--- config.mk ---
export PLATFORM = sky130hd
export DESIGN_NAME = filter_loader
export DESIGN_NICKNAME = d
export VERILOG_FILES = /design/src/rtl/filter_loader.sv
export SDC_FILE = /design/constraint.sdc
export NUM_CORES = 1
export LEC_CHECK = 0
export CAP_MARGIN = 10
export CORE_AREA = 2 2 231 233
export CTS_BUF_LIST = sky130_fd_sc_hd__clkbuf_4
export CTS_CLUSTER_DIAMETER = 50
export DETAILED_ROUTE_END_ITERATION = 12
export DIE_AREA = 0 0 233 235
export PLACE_DENSITY = 0.59
export SLEW_MARGIN = 20
export SYNTH_ARGS = -nofsm -noshare
export SYNTH_HDL_FRONTEND = slang
export SYNTH_SLANG_ARGS = --single-unit
--- constraint.sdc ---
create_clock -name clk_i -period 1.45 [get_ports clk_i]
set_input_delay 0.29 -clock clk_i [delete_from_list [all_inputs] [get_ports clk_i]]
set_output_delay 0.29 -clock clk_i [all_outputs]
set_load 0.1 [all_outputs]
--- src/rtl/filter_loader.sv ---
// Write sequencer for the filter SRAM: turns a valid/ready stream of sparse beats into
// SRAM write strobes with beat/chunk indices, loading chunk_num chunks from chunk_base.
module filter_loader #(
  parameter int BUS_SIZE         = 32,
  parameter int MEM_SIZE         = 128,
  parameter int CHANNEL_NUM      = 32,
  parameter int COMPUTE_UNIT_NUM = 2,
  localparam int DAT_CYC_NUM     = MEM_SIZE / BUS_SIZE,
  localparam int FILTER_NUM      = (MEM_SIZE / CHANNEL_NUM) * COMPUTE_UNIT_NUM,
  localparam int DW              = $clog2(DAT_CYC_NUM),
  localparam int CW              = $clog2(FILTER_NUM)
) (
  input  logic                     clk_i,
  input  logic                     rst_i,
  input  logic                     start_i,
  input  logic [CW-1:0]            chunk_base_i,
  input  logic [CW:0]              chunk_num_i,
  input  logic [BUS_SIZE-1:0]      in_sparsemap_i,
  input  logic [BUS_SIZE-1:0][7:0] in_nonzero_data_i,
  input  logic                     in_valid_i,
  output logic                     in_ready_o,
  output logic [BUS_SIZE-1:0]      wr_sparsemap_o,
  output logic [BUS_SIZE-1:0][7:0] wr_nonzero_data_o,
  output logic                     wr_valid_o,
  output logic [DW-1:0]            wr_dat_count_o,
  output logic [CW-1:0]            wr_chunk_count_o,
  output logic                     busy_o,
  output logic                     done_o
);

  typedef enum logic [1:0] {IDLE, LOAD, FLUSH, DONE} state_t;

  state_t        state;
  logic [DW-1:0] dat_cnt;
  logic [CW-1:0] chunk_cnt;
  logic [CW:0]   chunks_left;
  logic          accept;
  logic          last_beat;

  // in_ready_o is only ever high in LOAD, so no state qualifier is needed here.
  assign accept    = in_valid_i & in_ready_o;
  assign last_beat = (dat_cnt == DW'(DAT_CYC_NUM - 1)) && (chunks_left == (CW + 1)'(1));

  // NOTE: all state here is sequential, so every assignment uses <=; blocking assignments
  // in a clocked block would make results depend on statement order and simulator scheduling.
  always_ff @(posedge clk_i) begin
    if (rst_i) begin
      state             <= IDLE;
      dat_cnt           <= '0;
      chunk_cnt         <= '0;
      chunks_left       <= '0;
      in_ready_o        <= 1'b0;
      wr_sparsemap_o    <= '0;
      wr_nonzero_data_o <= '0;
      wr_valid_o        <= 1'b0;
      wr_dat_count_o    <= '0;
      wr_chunk_count_o  <= '0;
      busy_o            <= 1'b0;
      done_o            <= 1'b0;
    end else begin
      wr_valid_o <= accept;
      done_o     <= 1'b0;

      if (accept) begin
        wr_sparsemap_o    <= in_sparsemap_i;
        wr_nonzero_data_o <= in_nonzero_data_i;
        wr_dat_count_o    <= dat_cnt;
        wr_chunk_count_o  <= chunk_cnt;
        if (dat_cnt == DW'(DAT_CYC_NUM - 1)) begin
          dat_cnt     <= '0;
          chunk_cnt   <= (chunk_cnt == CW'(FILTER_NUM - 1)) ? '0 : chunk_cnt + 1'b1;
          chunks_left <= chunks_left - 1'b1;
        end else begin
          dat_cnt <= dat_cnt + 1'b1;
        end
      end

      case (state)
        IDLE: begin
          if (start_i) begin
            busy_o    <= 1'b1;
            dat_cnt   <= '0;
            chunk_cnt <= chunk_base_i;
            if (chunk_num_i == '0) begin
              state  <= DONE;
              done_o <= 1'b1;
            end else begin
              chunks_left <= (chunk_num_i > (CW + 1)'(FILTER_NUM)) ? (CW + 1)'(FILTER_NUM)
                                                                   : chunk_num_i;
              in_ready_o  <= 1'b1;
              state       <= LOAD;
            end
          end
        end
        LOAD: begin
          if (accept && last_beat) begin
            in_ready_o <= 1'b0;
            state      <= FLUSH;
          end
        end
        FLUSH: begin
          state  <= DONE;
          done_o <= 1'b1;
        end
        DONE: begin
          state  <= IDLE;
          busy_o <= 1'b0;
        end
        default: state <= IDLE;
      endcase
    end
  end

endmodule

==> impl_metrics.csv <==
group,metric,value,unit
run_status,status,"finished with violations",
run_status,violations,"setup timing",
sta,period_needed,1.70,ns
cts,cts.path.max_buffers,3,
layout,drive_above_1_share,38.2,%
sta,setup_ws,-0.248,ns
min_path,min-delay-start,"in_sparsemap_i[21]",
synthesis,synth.avg_cell_area,8.03,um^2
power,p_leak,10.1,nW
drt,wl_per_cell,16.0,um
sta,fmax,0.589,GHz
grt,grt_max_degree,39,
layout,synthToLayoutAreaGrowth,140,%
cts,cts_sinks,308,
run,drv_cap,0,
drt,vias,13400,
sta,fin_skew,0.0461,ns
setup_path,critPathLaunchType,"flop",
synthesis,synth-warning-count,0,
sta,period_share,117,%
layout,final_cell_mix,"589 x nand2_1, 324 x buf_12, 297 x clkdlybuf4s50_1",
setup_path,crit_type,"flop to output pin",
drt,final_antenna_net_count,0,
synthesis,synth_edf_count,0,
setup_path,required,1.16,ns
setup_path,worstReg2RegStart,"in_ready_o",
setup_path,crit_arrival,1.41,ns
sta,maxSlewViolCount,0,
drt,wl,50.3,mm
synthesis,synthFlopType,"dfxtp_1",
synthesis,ys_types,30,
sta,finalSetupViolations,298,
layout,stdcell_count,3141,
setup_path,crit_fanout,2,
min_path,hold_class,"input port to flop",
die,rows,84,
setup_path,endpoint_kind,"output pin",
die,io_pins,596,
setup_path,crit_chain,"buf_6 > buf_12",
cts,clk_pin_slew,0.07,ns
synthesis,ys_seq_area_share,56.1,%
power,ir_worst_vdd,781,uV
cts,cts_tree,"yes",
drt,routed-wl-met3,3.82,mm
die,initial_core_util,21.0,%
placed_design,placedCellCount,2640,
cts,clockRootBuffer,"clkbuf_4",
synthesis,synth_nets,1676,
power,powerDensity,1280,nW/um^2
sta,slew_headroom,74.4,%
drt,drc,0,
setup_path,cpPeakStageDelay,0.35,ns
setup_path,cp_slowest_cell,"dfxtp_4",
placed_design,portBuffers,595,
drt,highest_layer,"met4",
grt,grt_pass1_vias,13700,
placed_design,hpwl,33.1,mm
layout,final_common_cell,"nand2_1",
sta,hold_violations,0,
grt,gr-total-overflow,0,
die,die_h,235,um
drt,drtIter0Drc,523,
synthesis,synth-seq-cells,308,
drt,dr.pass1.iters,4,
die,design.die.area,54800,um^2
cts,cts_made_buffers,87,
synthesis,synthesis.area,11000,um^2
drt,m1WireLength,18.4,mm
setup_path,crit_family,"flip-flops",
die,die_w,233,um
layout,final_util,50.5,%
grt,grt_pass1_wl,74.5,mm
drt,wl_met2,26.1,mm
grt,grt.total_usage,17.3,%
die,core_area,52200,um^2
setup_path,crit_buf_inv,2,
synthesis,synthCells,1368,
drt,via_per_inst,4.26,
sta,worstMarginPinSlew,0.384,ns
synthesis,synthArstFlopShare,0,%
cts,clk_latency,0.83,ns
layout,layout.nets,2700,
setup_path,crit_start,"in_ready_o",
sta,rsz0062_at_grt,"yes",
cts,htree_levels,3,
placed_design,place_congestion,0.864,
grt,antenna_found_initial,1,
cells by family (layout without fill, tap and decap cells):
family                     count (synthesis)  in the layout  synth area share, %
buffers and inverters                    109           1192                 5.84
and+or+nand+nor                          622            622                 21.9
adders and majority gates                  9              9                 1.02
other                                      0              2                    0
muxes                                      2              2                0.182
DFF                                      308            308                 56.1
xor gates and xnor gates                   2              2                0.159
AOI/OAI and AO/OA                        316            316                 14.8
synth_stat cells (4+ instances only):
master | instances | area, um^2
buf_4 | 11 | 82.6
buf_2 | 33 | 165
inv_1 | 8 | 30.0
o21ai_0 | 4 | 20.0
clkbuf_1 | 33 | 124
nand2_1 | 591 | 2220
nor2_1 | 12 | 45.0
a21oi_1 | 302 | 1510
ha_1 | 9 | 113
buf_1 | 4 | 15.0
a211oi_1 | 6 | 45.0
dfxtp_1 | 308 | 6170
nor3_1 | 7 | 35.0
buf_6 | 20 | 225
sequential cells by signal, summed over array words and instances, names as in the netlist:
register / count
chunk_cnt: 3
wr_valid_o: 1
wr_dat_count_o: 2
dat_cnt: 2
chunks_left: 4
busy_o: 1
wr_chunk_count_o: 3
wr_nonzero_data_o: 256
in_ready_o: 1
done_o: 1
state: 2
wr_sparsemap_o: 32
worst min-delay path, stage by stage:
cell	delay, ns
clkdlybuf4s50_1	0.42
nand2_1	0.08
a21oi_1	0.05
report_power, final:
group / leakage, nW / switching (mW) / internal (mW)
clock: 0.651 / 3.84 / 4.35
sequential: 2.65 / 0.924 / 9.53
combinational: 6.77 / 8.97 / 6.20
total: 10.1 / 13.7 / 20.1
metrics by stage:
| stage | setup WS, ns | hold WS (ns) | cell area [um^2] | TNS (ns) | power [mW] |
|---|---|---|---|---|---|
| floorplan | 0.0234 | 0.426 | 11000 | 0 | 18.2 |
| global placement | -0.333 | 0.473 | 21200 | -82.03 | 24.0 |
| detailed placement | -0.389 | 0.482 | 21200 | -92.00 | 24.2 |
| CTS | -0.392 | 0.00575 | 25600 | -89.11 | 33.5 |
| global route | -0.362 | 0.0542 | 26400 | -81.06 | 35.4 |
| finish | -0.248 | 0.124 | 26400 | -47.64 | 33.8 |
per-layer routing:
| metal | up-vias | track usage, % |
|---|---|---|
| met3 | 118 | 5.50 |
| met2 | 527 | 31.0 |
| li1 | 6523 | - |
| met4 | 0 | 8.80 |
| met5 | - | 0 |
| met1 | 6202 | 17.9 |
layout make-up:
| type | count | area [um^2] |
|---|---|---|
| Fill cell | 4379 | 25800 |
| Timing Repair Buffer | 1036 | 13500 |
| Sequential cell | 308 | 6590 |
| Multi-Input combinational cell | 951 | 4330 |
| Clock buffer | 127 | 953 |
| Tap cell | 688 | 861 |
| Clock inverter | 21 | 151 |
| Inverter | 8 | 30.0 |
| Antenna cell | 2 | 5.00 |
timing repair:
| action | in CTS | in global routing |
|---|---|---|
| cloned | 0 | 6 |
| setup buffers | 20 | 52 |
| pin swaps | 1 | 6 |
| hold buffers | 273 | 0 |
| gates resized for setup | 306 | 55 |
| setup endpoints to repair | 300 | 336 |
| endpoints found under the hold margin | 292 | 0 |
final timing paths:
| kind | endpoint | slack [ns] | depth (start not counted) |
|---|---|---|---|
| worst max register to register | wr_nonzero_data_o[235] | -0.01 | 7 |
| worst min register to register | wr_sparsemap_o[21] | 0.47 | 2 |
| worst max-delay path | in_ready_o | -0.25 | 2 |
| worst min-delay path | wr_sparsemap_o[21] | 0.12 | 3 |
(Power assumes the default switching activity.)
